## src/rtl/fifo_rd_packer.sv

```systemverilog
// fifo_rd_packer
//   Read-side consumer of an async FIFO, running entirely in the read clock
//   domain. Pops DSIZE-bit entries from the FIFO head and packs LANES
//   consecutive entries into one wide word. The word leaves on a
//   valid/ready stream together with a contiguous per-lane keep mask.
//   Partial words leave on an explicit flush request. When the macro
//   RD_PACKER_TIMEOUT_EN is defined, they also leave after TIMEOUT idle
//   cycles.
//
// Parameters
//   DSIZE    FIFO entry width (must match the FIFO)
//   LANES    entries per output word (>= 2)
//   TIMEOUT  idle cycles before a partial word is auto-flushed (>= 1);
//            only used with RD_PACKER_TIMEOUT_EN
//
// Ports
//   rclk     in   read-domain clock, all state on the rising edge
//   rrst     in   synchronous reset, active-high
//   rempty   in   FIFO empty flag
//   rdata    in   FIFO head data, valid whenever rempty = 0
//   rinc     out  FIFO pop strobe (combinational)
//   flush    in   emit the collector contents if it is non-empty
//   m_data   out  packed word, lane 0 in the low DSIZE bits
//   m_keep   out  lane-valid mask, set contiguously from lane 0
//   m_valid  out  output word valid
//   m_ready  in   downstream accept
module fifo_rd_packer #(
  parameter int DSIZE   = 8,
  parameter int LANES   = 4,
  parameter int TIMEOUT = 16
) (
  input  logic                   rclk,
  input  logic                   rrst,
  input  logic                   rempty,
  input  logic [DSIZE-1:0]       rdata,
  output logic                   rinc,
  input  logic                   flush,
  output logic [DSIZE*LANES-1:0] m_data,
  output logic [LANES-1:0]       m_keep,
  output logic                   m_valid,
  input  logic                   m_ready
);

  localparam int CW = $clog2(LANES + 1);

  // Catch illegal parameterisations at elaboration time.
  if (LANES < 2) begin : g_bad_lanes
    $error("fifo_rd_packer: LANES must be at least 2");
  end
  if (TIMEOUT < 1) begin : g_bad_timeout
    $error("fifo_rd_packer: TIMEOUT must be at least 1");
  end

  logic [CW-1:0]          cnt_q, cnt_d;
  logic [DSIZE*LANES-1:0] data_q;
  logic [LANES-1:0]       keep_q;
  logic                   valid_q;

  logic [DSIZE*LANES-1:0] word_d;
  logic [LANES-1:0]       keep_d;
  logic                   out_free;
  logic                   full;
  logic                   xfer;
  logic                   pop;
  logic                   tmo_hit;

  assign out_free = !valid_q || m_ready;
  assign full     = (cnt_q == CW'(LANES));
  assign xfer     = out_free && (full || ((cnt_q != '0) && (flush || tmo_hit)));
  // A full collector may still pop when it empties into the output
  // register in the same cycle; the new entry starts the next word.
  assign pop      = !rrst && !rempty && (!full || xfer);
  assign rinc     = pop;

  // Collector lanes. While a word is moving out, a pop lands in lane 0.
  // Otherwise it lands in lane cnt.
  for (genvar gi = 0; gi < LANES; gi++) begin : g_lane
    logic [DSIZE-1:0] lane_q;

    always_ff @(posedge rclk) begin
      if (rrst) begin
        lane_q <= '0;
      end else if (pop && ((xfer && (gi == 0)) || (!xfer && (cnt_q == CW'(gi))))) begin
        lane_q <= rdata;
      end
    end

    // Lanes at or above cnt go out as zero with keep cleared.
    assign keep_d[gi]                 = (CW'(gi) < cnt_q);
    assign word_d[gi*DSIZE +: DSIZE]  = keep_d[gi] ? lane_q : '0;
  end

  always_comb begin
    cnt_d = cnt_q;
    if (xfer) begin
      cnt_d = pop ? CW'(1) : '0;
    end else if (pop) begin
      cnt_d = cnt_q + CW'(1);
    end
  end

  always_ff @(posedge rclk) begin
    if (rrst) begin
      cnt_q <= '0;
    end else begin
      cnt_q <= cnt_d;
    end
  end

  // Output register: loads on xfer, otherwise drops valid on acceptance.
  always_ff @(posedge rclk) begin
    if (rrst) begin
      data_q  <= '0;
      keep_q  <= '0;
      valid_q <= 1'b0;
    end else if (xfer) begin
      data_q  <= word_d;
      keep_q  <= keep_d;
      valid_q <= 1'b1;
    end else if (m_ready) begin
      valid_q <= 1'b0;
    end
  end

`ifdef RD_PACKER_TIMEOUT_EN
  localparam int IW = $clog2(TIMEOUT + 1);

  logic [IW-1:0] idle_q;

  assign tmo_hit = (idle_q == IW'(TIMEOUT));

  // Counts cycles in which a partial word sits without new entries.
  // Saturates at TIMEOUT so the request persists while the output is blocked.
  always_ff @(posedge rclk) begin
    if (rrst || pop || xfer) begin
      idle_q <= '0;
    end else if ((cnt_q != '0) && !tmo_hit) begin
      idle_q <= idle_q + IW'(1);
    end
  end
`else
  assign tmo_hit = 1'b0;
`endif

  assign m_data  = data_q;
  assign m_keep  = keep_q;
  assign m_valid = valid_q;

endmodule

```

## config.mk

```make
export PLATFORM = sky130hd
export DESIGN_NAME = fifo_rd_packer
export DESIGN_NICKNAME = d
export VERILOG_FILES = /design/src/rtl/fifo_rd_packer.sv
export SDC_FILE = /design/constraint.sdc
export NUM_CORES = 1
export LEC_CHECK = 0
export ABC_CLOCK_PERIOD_IN_PS = 3250
export CAP_MARGIN = 5
export CORE_AREA = 10 10 83 85
export CTS_CLUSTER_DIAMETER = 30
export DETAILED_ROUTE_END_ITERATION = 10
export DIE_AREA = 0 0 93 95
export GPL_TIMING_DRIVEN = 0
export PLACE_DENSITY = 0.77
export SLEW_MARGIN = 20
export SYNTH_ARGS = -nofsm -noshare
export SYNTH_HDL_FRONTEND = slang
export SYNTH_SLANG_ARGS = --single-unit
```

## constraint.sdc

```tcl
create_clock -name rclk -period 3.25 [get_ports rclk]
set_clock_uncertainty 0.05 [all_clocks]
set_input_delay 0.4875 -clock rclk [delete_from_list [all_inputs] [get_ports rclk]]
set_output_delay 0.4875 -clock rclk [all_outputs]
set_load 0.03 [all_outputs]
```

Yosys cells after proc, flatten, opt, wreduce, memory -nomap -nowiden. Cells that the tools add are included.

Output and inout bits: 38. Bits of input ports: 13. Logic and storage cells: 51. Flip-flop bits (word level): 72.

Order comparisons: 4. Equality and inequality tests: 4. Add/sub/neg operators: 1. Mux-type cells: 9. Reduce and logical (&&, ||, !) cells: 25.

Operator list (count): $mux W8 (4); $logic_and A1 B1 Y1 (12); $eq A3 B2 Y1 const B (2); $lt A1 B3 Y1 const A (2); $lt A2 B3 Y1 const A (2); $mux W3 (2); $logic_not A1 Y1 (5); $logic_or A1 B1 Y1 (4); $reduce_bool A2 Y1 (2); $add A3 B1 Y3 const B (1); $eq A3 B1 Y1 const B (1); $eq A3 B3 Y1 const B (1); $logic_not A3 Y1 (1); $mux W1 (3); $reduce_bool A3 Y1 (1).

Depth between registers and ports, before layout. Gate-level depths: netlist of run 1.

Word-level depth: 8. Depth in mapped cells: 8. Gate-level depth less buffers: 6.

Worst setup path before layout of run 1. No wires, ideal clock.

Kind: reg2reg. Start point: reg cnt_q[1]. End point: reg data_q[16] (netlist: m_data[16]). Buffers on the path: 1. Clock period less this slack: 2.237 ns. Required time: 3.140 ns. Arrival time: 2.128 ns. Setup slack: 1.013 ns. Stages on the path, launching flop included: 8. Cells stage by stage: dfxtp_1 -> clkbuf_1 -> inv_1 -> ha_1 -> mux2i_2 -> nor4_4 -> a21boi_4 -> a22o_1.

Cells in the longest elaborated chain, start to end: 4. Elaborated cells between the ends (all ways): 7. Those cells by class: order compare: 1; eq/ne: 1; mux: 1; reduce/logical: 4.

RTL lines: start: declaration (RTL line 54) `logic [CW-1:0] cnt_q, cnt_d;`; start signal: assignment (RTL line 106) `cnt_q <= cnt_d;`; branches (longest 4 deep; another with $lt A2 B3 Y1); end signal: assignment (RTL line 117) `data_q <= word_d;`; end: declaration (RTL line 55) `logic [DSIZE*LANES-1:0] data_q;`.

Parallel ways; which one is timed is not known. A chain may end at the register's enable or synchronous reset.

Worst setup path after layout of run 1.
Start point: in rrst. End point: out rinc.

Cells in the longest elaborated chain, start to end: 3.

RTL lines: start: declaration (RTL line 33) `input logic rrst,`; $logic_not A1 Y1 (RTL line 72) `assign pop = !rrst && !rempty && (!full || xfer);`; $logic_and A1 B1 Y1 (2 in a row) (RTL line 72); end: declaration (RTL line 36) `output logic rinc,`.

No other way between the ends.

==> results of run 1 <==
==> power groups by stage <==
stage / registers (uW) / logic [uW] / clock network, uW
2_1_floorplan: 924 / 68.8 / 0
3_3_place_gp: 922 / 114 / 0
5_1_grt: 904 / 126 / 722
6_report: 903 / 115 / 675
3_5_place_dp: 923 / 115 / 0
4_1_cts: 903 / 116 / 684
==> layout by cell type, fill, tap and decap left out <==
| cell | count |
|---|---|
| nand2b_1 | 27 |
| xnor2_1 | 1 |
| dfxtp_1 | 72 |
| nor2_1 | 13 |
| o21ai_1 | 4 |
| o211ai_2 | 1 |
| a21oi_2 | 1 |
| o21ai_0 | 9 |
| nor4_4 | 1 |
| buf_2 | 4 |
| o211ai_1 | 1 |
| nand3b_1 | 8 |
| nor2_2 | 1 |
| clkbuf_1 | 9 |
| nand2_1 | 1 |
| a22o_1 | 32 |
| a2111oi_4 | 1 |
| o2111ai_1 | 1 |
| clkinv_2 | 3 |
| nor2b_1 | 1 |
| clkbuf_8 | 10 |
| nor3_2 | 1 |
| a21oi_1 | 1 |
| inv_1 | 3 |
| nor3_4 | 1 |
| nor3_1 | 3 |
| mux2i_1 | 25 |
| a21o_1 | 4 |
| mux2i_2 | 1 |
| bufinv_16 | 1 |
| a21boi_4 | 1 |
| clkdlybuf4s50_1 | 50 |
| xor2_1 | 1 |
| ha_1 | 3 |
==> per-layer routing <==
layer / wire length [um] / GRT usage [%]
met1: 2770 / 17.7
met2: 2860 / 22.8
met3: 409 / 4.28
met4: 121 / 8.87
met5: 0 / 0
==> cell families (layout without fill, tap and decap cells) <==
kind of cell / count (synthesis) / after routing / share of synthesized area (%)
DFF: 72 / 72 / 54.6
and+or+nand+nor: 57 / 57 / 13.3
AOI/OAI and AO/OA: 56 / 56 / 17.6
muxes: 26 / 26 / 10.0
buffers and inverters: 15 / 80 / 2.32
adders and majority gates: 3 / 3 / 1.42
xor gates and xnor gates: 2 / 2 / 0.664
==> final timing paths <==
check / cells past startpoint / from / slack, ns / endpoint
setup / recovery: 6 / rrst / 0.19 / rinc
hold / removal: 1 / m_keep[2]$_SDFFE_PP0P_ / 0.41 / m_keep[2]$_SDFFE_PP0P_
setup reg to reg: 7 / cnt_q[1]$_SDFFE_PP0P_ / 0.49 / m_data[23]$_SDFFE_PP0P_
hold reg to reg: 1 / m_keep[2]$_SDFFE_PP0P_ / 0.41 / m_keep[2]$_SDFFE_PP0P_
==> critical path, cell delays in order <==
cell	delay (ns)
clkdlybuf4s50_1	0.59
clkbuf_1	0.46
nor2_1	0.11
o21ai_1	0.21
inv_1	0.07
clkdlybuf4s50_1	0.60
==> per-stage QoR <==
stage	hold WS (ns)	cells	util [%]	power [uW]
2_1_floorplan	0.392	231	-	993
3_3_place_gp	0.386	353	60.5	1040
3_5_place_dp	0.393	353	60.5	1040
4_1_cts	0.411	368	64.0	1700
5_1_grt	0.427	368	64.1	1750
6_report	0.405	368	64.1	1690
==> state kept, by name (all words and copies together), names as in the netlist <==
signal,cells
m_data,32
m_valid,1
m_keep,4
g_lane.lane_q,32
cnt_q,3
==> layout make-up <==
| cell class | instances | area (um2) |
|---|---|---|
| timing repair buffer | 50 | 500 |
| multi-input combinational | 144 | 1140 |
| sequential | 72 | 1440 |
| tap | 72 | 90.1 |
| fill | 471 | 1920 |
| clock inverter | 4 | 45.0 |
| clock buffer | 11 | 141 |
| buffer | 12 | 50.0 |
| inverter | 3 | 11.3 |
==> repair_timing <==
item	CTS	global route
buffers inserted	0	0
setup endpoints to repair	0	1
resized for setup	0	1
==> reports/metrics.csv, run 1 <==
stage;metric;value;unit
final_layout;layout-drive-gt1-share;9.12;%
detailed_routing;drcViolationCount;0;
power;p_per_area;495;nW/um2
outcome;outcome;finished clean;
clock_tree;clock_sinks;72;
final_layout;area_growth_syn_to_layout;29.6;%
detailed_routing;vias_per_cell;5.26;
worst_setup_path;crit_type;in -> out;
power;internal-power;1310;uW
clock_tree;htree_levels;3;
clock_tree;clk_path_buf_depth;2;
synthesis;ys_top_cells_by_count;dfxtp_1 (72), a22o_1 (32), nand2b_1 (27), mux2i_1 (25), nor2_1 (13);
global_route;grt_pass1_wl;10.1;mm
power;irDropWorstVdd;377;uV
clock_tree;cts_tree;built;
worst_setup_path;cp-end-kind;primary output;
timing;tns;0;ns
final_layout;antenna_cells;0;
power;p_sw_share;22.7;%
placed_design;portBuffers;50;
placed_design;postPlaceCellArea;3230;um2
floorplanning;coreArea;5340;um2
power;power.share.combinational;6.8;%
synthesis;yosysTopAreaCell;dfxtp_1;
synthesis;netlist_area;2640;um2
synthesis;synth_edf_count;0;
clock_tree;insertion_delay;0.34;ns
detailed_routing;dr_total_vias;1936;
synthesis;synth_nets;247;
worst_setup_path;start_kind;primary input;
floorplanning;row_count;27;
timing;worstMarginPinSlew;0.694;ns
worst_setup_path;worstPathMaxFanout;10;
synthesis;synth_ff_type;dfxtp_1;
global_route;grt_pass1_vias;1948;
clock_tree;cts_root_buf;clkbuf_8;
power;seq_power_share;53.3;%
timing;setup_ws;0.193;ns
synthesis;yosysMostFrequentCell;dfxtp_1;
flow_run;drv_cap;0;
timing;finalCriticalPeriod;3.06;ns
synthesis;synth_area_per_cell;11.4;um2
global_route;antenna_found_initial;0;
clock_tree;clk_transition_reported_paths;0.07;ns
placed_design;place_ws;0.192;ns
placed_design;gp_congestion;0.824;
clock_tree;cts_buffers;9;
timing;setup_violations;0;
floorplanning;start_util;49.4;%
floorplanning;die_x;93;um
global_route;grt.total_usage;14.7;%
floorplanning;dieArea;8840;um2
floorplanning;die_y;95;um
final_layout;finalNetCount;308;
placed_design;dp_hpwl;4.28;mm
synthesis;synth_cell_types;29;
synthesis;ys_seq_elements;72;
synthesis;synth_warnings;0;
floorplanning;num_io_pins;51;
detailed_routing;drt_pass1_iterations;4;
synthesis;synth_top_cells_by_area;dfxtp_1 (55%), a22o_1 (11%), mux2i_1 (9.5%);
timing;slew_headroom;53.4;%
clock_tree;cts_hold_buf;0;
global_route;overflow;0;
detailed_routing;ant_nets;0;
final_layout;final_area;3420;um2
timing;rsz0062_at_grt;no;
synthesis;yosysTopAreaCellShare;54.6;%
synthesis;synthCells;231;
detailed_routing;post_drt_wl_per_cell;16.7;um
timing;slew_viol_final;0;
timing;post-route-period-util;94.1;%
detailed_routing;wl;6.16;mm
power;p_sw;385;uW
power;leakagePower;0.00135;uW
synthesis;synth-async-reset-ratio;0;%
timing;hold_viol;0;
synthesis;yosysSeqAreaShare;54.6;%
worst_hold_path;worst_hold_path_type;reg -> reg;
power;p_clk_share;39.9;%
timing;clock.fmax;327;MHz
global_route;grt_max_degree;12;
worst_setup_path;worstPathRequired;2.71;ns
worst_setup_path;cp.arrival;2.52;ns
detailed_routing;first_iter_violations;103;
(Power assumes the default switching activity.)
==> inputs of run 2 (changes only) <==
==> constraint.sdc (replaced) <==
create_clock -name rclk -period 3.25 [get_ports rclk]
set_clock_uncertainty 0.05 [all_clocks]
set_input_delay 0.65 -clock rclk [delete_from_list [all_inputs] [get_ports rclk]]
set_output_delay 0.65 -clock rclk [all_outputs]
set_load 0.03 [all_outputs]
==> run 2 against run 1 <==
Clock power is essentially flat. Global-route usage did not move. Utilization stayed put. First-iteration DRC count shrank 8.7%. Die area did not move. Total power about the same. Combinational power is essentially flat. Register-to-register slack about the same. Final area stayed put. Critical path depth increased by 1. Flip-flop and latch count is the same. Fmax rose by 3.0%.
==> reports/metrics.csv, run 2 (synthesized netlist as in run 1, its figures left out) <==
stage;metric;value;unit;change
final_layout;final-seq-area;1440;um2;unchanged
final_layout;finalNetCount;308;;unchanged
worst_setup_path;worstPathMaxFanout;6;;was 10
timing;finalCriticalPeriod;2.97;ns;was 3.06 ns
global_route;overflow;0;;unchanged
clock_tree;htree_levels;3;;unchanged
floorplanning;coreArea;5340;um2;unchanged
timing;worstMarginPinSlew;0.682;ns;was 0.694 ns
worst_setup_path;regToRegEndpoint;m_data[23]$_SDFFE_PP0P_;;unchanged
power;p_per_area;495;nW/um2;about the same
final_layout;final-instance-count-excl-fill;368;;unchanged
placed_design;dp_hpwl;4.28;mm;unchanged
global_route;use_met3;4.36;%;was 4.28%
final_layout;final_core_util;64.1;%;unchanged
global_route;top_usage_layer;met2;;unchanged
global_route;grt_max_degree;12;;unchanged
final_layout;layout_common_cells;dfxtp_1 (72), clkdlybuf4s50_1 (49), a22o_1 (32);;was dfxtp_1 (72), clkdlybuf4s50_1 (50), a22o_1 (32)
placed_design;postPlaceCellArea;3230;um2;unchanged
global_route;antenna_found_initial;0;;unchanged
worst_setup_path;cp.arrival;2.27;ns;was 2.52 ns
final_layout;layout-drive-gt1-share;9.46;%;was 9.12%
final_layout;layout_commonest_cell;dfxtp_1;;unchanged
detailed_routing;drt_pass1_iterations;4;;unchanged
power;leakagePower;0.00135;uW;about the same
clock_tree;cts_hold_buf;0;;unchanged
worst_setup_path;r2r_slack;0.50;ns;was 0.49 ns
worst_setup_path;crit_path_cell_trace;clkbuf_1, inv_1, ha_1, nand2_1, o21ai_0, inv_1, dlygate4sd2_1;;was clkdlybuf4s50_1, clkbuf_1, nor2_1, o21ai_1, inv_1, clkdlybuf4s50_1
final_layout;multi_input_area;1140;um2;unchanged
power;p_sw;384;uW;was 385 uW
worst_setup_path;r2r-start;cnt_q[1]$_SDFFE_PP0P_;;unchanged
clock_tree;clk_path_buf_depth;2;;unchanged
final_layout;antenna_cells;0;;unchanged
worst_setup_path;worst-r2r-cell-count;7;;unchanged
worst_hold_path;worst_hold_path_type;reg -> reg;;unchanged
clock_tree;insertion_delay;0.34;ns;about the same
floorplanning;dieArea;8840;um2;unchanged
timing;slew_headroom;54.2;%;was 53.4%
clock_tree;cts_tree;built;;unchanged
power;power.share.combinational;6.8;%;about the same
worst_setup_path;start_kind;register;;was primary input
detailed_routing;drcViolationCount;0;;unchanged
worst_setup_path;cp-end-kind;primary output;;unchanged
power;p_clk_share;39.8;%;was 39.9%
detailed_routing;first_iter_violations;94;;was 103
clock_tree;clk_transition_reported_paths;0.07;ns;about the same
power;internal-power;1310;uW;about the same
placed_design;portBuffers;50;;unchanged
detailed_routing;post_drt_wl_per_cell;16.7;um;about the same
global_route;grt_use_met1;17.5;%;was 17.7%
detailed_routing;dr_total_vias;1915;;was 1936
clock_tree;cts_buffers;9;;unchanged
placed_design;gp_congestion;0.824;;unchanged
timing;post-route-period-util;91.4;%;was 94.1%
worst_hold_path;whs_endpoint;m_keep[2]$_SDFFE_PP0P_;;unchanged
detailed_routing;ant_nets;0;;unchanged
timing;slew_viol_final;0;;unchanged
clock_tree;post_cts_buffers;0;;unchanged
placed_design;dp.cells;353;;unchanged
global_route;grt_pass1_wl;10.1;mm;about the same
worst_hold_path;hold_depth;1;;unchanged
outcome;outcome;finished clean;;unchanged
worst_hold_path;hold_start;m_keep[2]$_SDFFE_PP0P_;;unchanged
floorplanning;num_io_pins;51;;unchanged
power;seq_power_share;53.4;%;was 53.3%
floorplanning;die_y;95;um;unchanged
clock_tree;clock_sinks;72;;unchanged
worst_setup_path;slowest_stage;o21ai_0;;was clkdlybuf4s50_1
floorplanning;row_count;27;;unchanged
global_route;grt.total_usage;14.7;%;unchanged
worst_setup_path;crit_type;reg -> out;;was in -> out
worst_setup_path;cp_slowest_stage_delay;0.40;ns;was 0.60 ns
worst_setup_path;cp_common_cell;inv_1;;was clkdlybuf4s50_1
worst_setup_path;cp_top_family;buffers and inverters;;unchanged
global_route;grt_pass1_vias;1955;;was 1948
final_layout;final_area;3420;um2;unchanged
worst_setup_path;worstPathRequired;2.55;ns;was 2.71 ns
timing;rsz0062_at_grt;no;;unchanged
flow_run;drv_cap;0;;unchanged
worst_setup_path;critPathBufInv;4;;unchanged
worst_setup_path;worstSetupStartpoint;cnt_q[1]$_SDFFE_PP0P_;;was rrst
timing;clock.fmax;337;MHz;was 327 MHz
timing;hold_viol;0;;unchanged
power;p_sw_share;22.7;%;about the same
floorplanning;die_x;93;um;unchanged
power;irDropWorstVdd;378;uV;was 377 uV
final_layout;fillCellCount;473;;was 471
detailed_routing;wl;6.15;mm;was 6.16 mm
clock_tree;cts_root_buf;clkbuf_8;;unchanged
global_route;use_met2;23.0;%;was 22.8%
floorplanning;start_util;49.4;%;unchanged
detailed_routing;vias_per_cell;5.20;;was 5.26
clock_tree;cts_resized;2;;was 0
final_layout;area_growth_syn_to_layout;29.6;%;unchanged
timing;setup_violations;0;;unchanged
## run 2: cell types whose count changed in the layout (fill, tap and decap cells not counted), sizes merged
cell	before	now
clkdlybuf4s50	50	49
dlygate4sd2	0	1
## run 2: layout make-up
type | instances | area share [%]
Buffer | 12 | 1.50
Clock buffer | 11 | 4.13
Clock inverter | 4 | 1.32
Inverter | 3 | 0.329
Multi-Input combinational cell | 144 | 33.3
Sequential cell | 72 | 42.2
Tap cell | 72 | 2.63
Timing Repair Buffer | 50 | 14.6
## run 2: worst max-delay path by stage
stage                              end  slack, ns  depth (start not counted)
2_1_floorplan  m_data[16]$_SDFFE_PP0P_       1.01                          7
5_1_grt                           rinc       0.07                          7
3_3_place_gp                      rinc      -0.15                          6
3_5_place_dp                      rinc      -0.13                          6
6_report                          rinc       0.28                          7
4_1_cts                           rinc       0.27                          6
## run 2: per-layer routing
metal / routed length, um / vias to the layer above / part of all wire [%]
met5: 0 / - / 0
met2: 2820 / 41 / 46
met3: 358 / 12 / 5.8
met4: 126 / 0 / 2.0
li1: - / 946 / -
met1: 2850 / 916 / 46
## run 2: per-stage QoR
stage          hold slack, ns  total power [uW]  setup WS (ns)  TNS (ns)
6_report                0.407              1690          0.281         0
5_1_grt                 0.427              1750         0.0742         0
4_1_cts                 0.411              1700          0.274         0
3_5_place_dp            0.393              1040         -0.133    -0.133
3_3_place_gp            0.386              1040         -0.151    -0.151
2_1_floorplan           0.392               993           1.01         0
## run 2: worst reg2reg max path, cell delays in order (launching register included)
cell and delay [ns]:
dfxtp_1 0.37, clkbuf_1 0.35, inv_1 0.16, ha_1 0.28, mux2i_2 0.25, nor4_4 0.62, a21boi_4 0.44, a22o_1 0.18
## run 2: power by group through the flow
| stage | Clock [uW] | Sequential [uW] | Combinational (uW) |
|---|---|---|---|
| after floorplan | 0 | 924 | 68.8 |
| after global routing | 722 | 904 | 126 |
| after CTS | 684 | 903 | 115 |
| after detailed placement | 0 | 923 | 115 |
| after global placement | 0 | 922 | 114 |
| final | 674 | 903 | 115 |
==> inputs of run 3 (changes only) <==
==> constraint.sdc (replaced) <==
create_clock -name rclk -period 3.25 [get_ports rclk]
set_clock_uncertainty 0.05 [all_clocks]
set_input_delay 0.65 -clock rclk [delete_from_list [all_inputs] [get_ports rclk]]
set_output_delay 0.65 -clock rclk [all_outputs]
set_load 0.01 [all_outputs]
==> run 3 against run 2 <==
Worst hold slack got worse by 0.0015 ns. Flip-flop and latch count unchanged. Combinational power hardly changed. Non-clock buffer count is the same. Utilization hardly changed.
==> reports/metrics.csv, run 3 (synthesized netlist as in run 1, its figures left out) <==
stage;metric;value;unit;change
outcome;outcome;finished clean;;unchanged
global_route;grt_max_degree;12;;unchanged
detailed_routing;post_drt_wl_per_cell;16.7;um;about the same
detailed_routing;first_iter_violations;93;;was 94
detailed_routing;drt_pass1_iterations;4;;unchanged
floorplanning;die_x;93;um;unchanged
final_layout;finalNetCount;308;;unchanged
global_route;grt_pass1_vias;1955;;unchanged
clock_tree;clk_transition_reported_paths;0.07;ns;about the same
timing;post-route-period-util;94.3;%;was 91.4%
power;seq_power_share;53.5;%;was 53.4%
detailed_routing;dr_total_vias;1924;;was 1915
worst_setup_path;worstPathRequired;2.55;ns;about the same
worst_setup_path;cp_common_cell;clkdlybuf4s50_1;;was inv_1
floorplanning;start_util;49.4;%;unchanged
worst_setup_path;r2r-start;cnt_q[1]$_SDFFE_PP0P_;;unchanged
worst_setup_path;cp-end-kind;primary output;;unchanged
worst_setup_path;cp.arrival;2.37;ns;was 2.27 ns
worst_setup_path;path_depth;6;;was 7
floorplanning;row_count;27;;unchanged
global_route;overflow;0;;unchanged
worst_setup_path;cp_top_family;buffers and inverters;;unchanged
final_layout;layout_common_cells;dfxtp_1 (72), clkdlybuf4s50_1 (50), a22o_1 (32);;was dfxtp_1 (72), clkdlybuf4s50_1 (49), a22o_1 (32)
power;internal-power;1310;uW;about the same
floorplanning;num_io_pins;51;;unchanged
detailed_routing;drcViolationCount;0;;unchanged
global_route;grt.total_usage;14.7;%;unchanged
timing;finalCriticalPeriod;3.07;ns;was 2.97 ns
flow_run;drv_cap;0;;unchanged
power;p_per_area;494;nW/um2;was 495 nW/um2
placed_design;dp_hpwl;4.28;mm;unchanged
clock_tree;post_cts_buffers;0;;unchanged
timing;clock.fmax;326;MHz;was 337 MHz
timing;worstMarginPinSlew;0.688;ns;was 0.682 ns
power;p_sw;380;uW;was 384 uW
floorplanning;coreArea;5340;um2;unchanged
detailed_routing;routedLengthMet1;2.85;mm;about the same
final_layout;layout-drive-gt1-share;9.46;%;unchanged
detailed_routing;ant_nets;0;;unchanged
power;p_clk_share;39.9;%;was 39.8%
clock_tree;cts_root_buf;clkbuf_8;;unchanged
clock_tree;htree_levels;3;;unchanged
clock_tree;cts_hold_buf;0;;unchanged
worst_setup_path;worstSetupStartpoint;rrst;;was cnt_q[1]$_SDFFE_PP0P_
worst_setup_path;crit_type;in -> out;;was reg -> out
worst_setup_path;slowest_stage;clkdlybuf4s50_1;;was o21ai_0
worst_setup_path;worstPathMaxFanout;10;;was 6
worst_setup_path;critPathBufInv;4;;unchanged
worst_setup_path;endpoint;rinc;;unchanged
timing;timing.hold.ws;0.405;ns;was 0.407 ns
placed_design;portBuffers;50;;unchanged
clock_tree;clock_sinks;72;;unchanged
global_route;grt_pass1_wl;10.1;mm;unchanged
worst_setup_path;crit_path_cell_trace;clkdlybuf4s50_1, clkbuf_2, nor2_1, o21ai_1, inv_1, clkdlybuf4s50_1;;was clkbuf_1, inv_1, ha_1, nand2_1, o21ai_0, inv_1, dlygate4sd2_1
worst_setup_path;cp_slowest_stage_delay;0.59;ns;was 0.40 ns
final_layout;area_growth_syn_to_layout;29.7;%;was 29.6%
detailed_routing;wl_met3;357;um;was 358 um
clock_tree;insertion_delay;0.34;ns;about the same
detailed_routing;met2RoutedLength;2.83;mm;was 2.82 mm
power;leakagePower;0.00135;uW;about the same
power;irDropWorstVdd;378;uV;about the same
power;power.share.combinational;6.6;%;was 6.8%
detailed_routing;wl;6.16;mm;was 6.15 mm
worst_setup_path;regToRegEndpoint;m_data[23]$_SDFFE_PP0P_;;unchanged
final_layout;final_area;3420;um2;about the same
worst_hold_path;worst_hold_path_type;reg -> reg;;unchanged
clock_tree;cts_tree;built;;unchanged
floorplanning;dieArea;8840;um2;unchanged
clock_tree;clk_path_buf_depth;2;;unchanged
final_layout;layout_commonest_cell;dfxtp_1;;unchanged
timing;slew_viol_final;0;;unchanged
timing;slew_headroom;53.8;%;was 54.2%
power;p_sw_share;22.5;%;was 22.7%
timing;rsz0062_at_grt;no;;unchanged
final_layout;antenna_cells;0;;unchanged
worst_setup_path;r2r_slack;0.50;ns;about the same
placed_design;gp_congestion;0.824;;unchanged
global_route;antenna_found_initial;0;;unchanged
detailed_routing;top_layer;met4;;unchanged
worst_setup_path;start_kind;primary input;;was register
clock_tree;cts_buffers;9;;unchanged
timing;hold_viol;0;;unchanged
floorplanning;die_y;95;um;unchanged
placed_design;postPlaceCellArea;3230;um2;unchanged
worst_setup_path;worst-r2r-cell-count;7;;unchanged
detailed_routing;vias_per_cell;5.23;;was 5.20
final_layout;fillCellCount;472;;was 473
timing;setup_violations;0;;unchanged
run 3: power groups by stage:
| stage | Clock [uW] | Sequential, uW | Combinational [uW] |
|---|---|---|---|
| 2_1_floorplan | 0 | 921 | 67.8 |
| 3_3_place_gp | 0 | 922 | 110 |
| 3_5_place_dp | 0 | 923 | 111 |
| 4_1_cts | 684 | 903 | 112 |
| 5_1_grt | 722 | 904 | 123 |
| 6_report | 674 | 903 | 112 |
run 3: per-layer routing:
| layer | vias to the layer above | GRT usage, % |
|---|---|---|
| met5 | - | 0 |
| met4 | 0 | 8.74 |
| met3 | 12 | 4.36 |
| met2 | 41 | 23.0 |
| met1 | 925 | 17.5 |
| li1 | 946 | - |
run 3: final cells by class:
cell class	count	area, um2	area share, %
Sequential cell	72	1440	42.1
Multi-Input combinational cell	144	1140	33.3
Timing Repair Buffer	50	500	14.6
Clock buffer	11	141	4.13
Tap cell	72	90.1	2.63
Buffer	12	51.3	1.50
Clock inverter	4	45.0	1.32
Inverter	3	11.3	0.329
run 3: how the worst min path moves through the flow:
stage | end | depth (start not counted) | slack (ns) | from
global placement | m_keep[1]$_SDFFE_PP0P_ | 1 | 0.39 | m_keep[1]$_SDFFE_PP0P_
CTS | m_keep[1]$_SDFFE_PP0P_ | 1 | 0.41 | m_keep[1]$_SDFFE_PP0P_
finish | m_keep[2]$_SDFFE_PP0P_ | 1 | 0.41 | m_keep[2]$_SDFFE_PP0P_
floorplan | m_data[16]$_SDFFE_PP0P_ | 1 | 0.39 | g_lane[2].lane_q[0]$_SDFFE_PP0P_
detailed placement | m_keep[1]$_SDFFE_PP0P_ | 1 | 0.39 | m_keep[1]$_SDFFE_PP0P_
global route | m_keep[2]$_SDFFE_PP0P_ | 1 | 0.43 | m_keep[2]$_SDFFE_PP0P_
run 3: metrics by stage:
step                      power, uW  utilization [%]  instances  setup TNS (ns)  setup WS [ns]
after global routing           1750             64.1        368               0         0.0529
after detailed placement       1030             60.5        353         -0.0197        -0.0197
final                          1690             64.1        368               0          0.184
after CTS                      1700             64.0        368               0          0.133
after global placement         1030             60.5        353         -0.0372        -0.0372
after floorplan                 989                -        231               0           1.01
run 3: what timing repair did:
| item | CTS | global route |
|---|---|---|
| gates resized for setup | 1 | 1 |
| pin swaps | 0 | 0 |
| setup endpoints to repair | 1 | 1 |
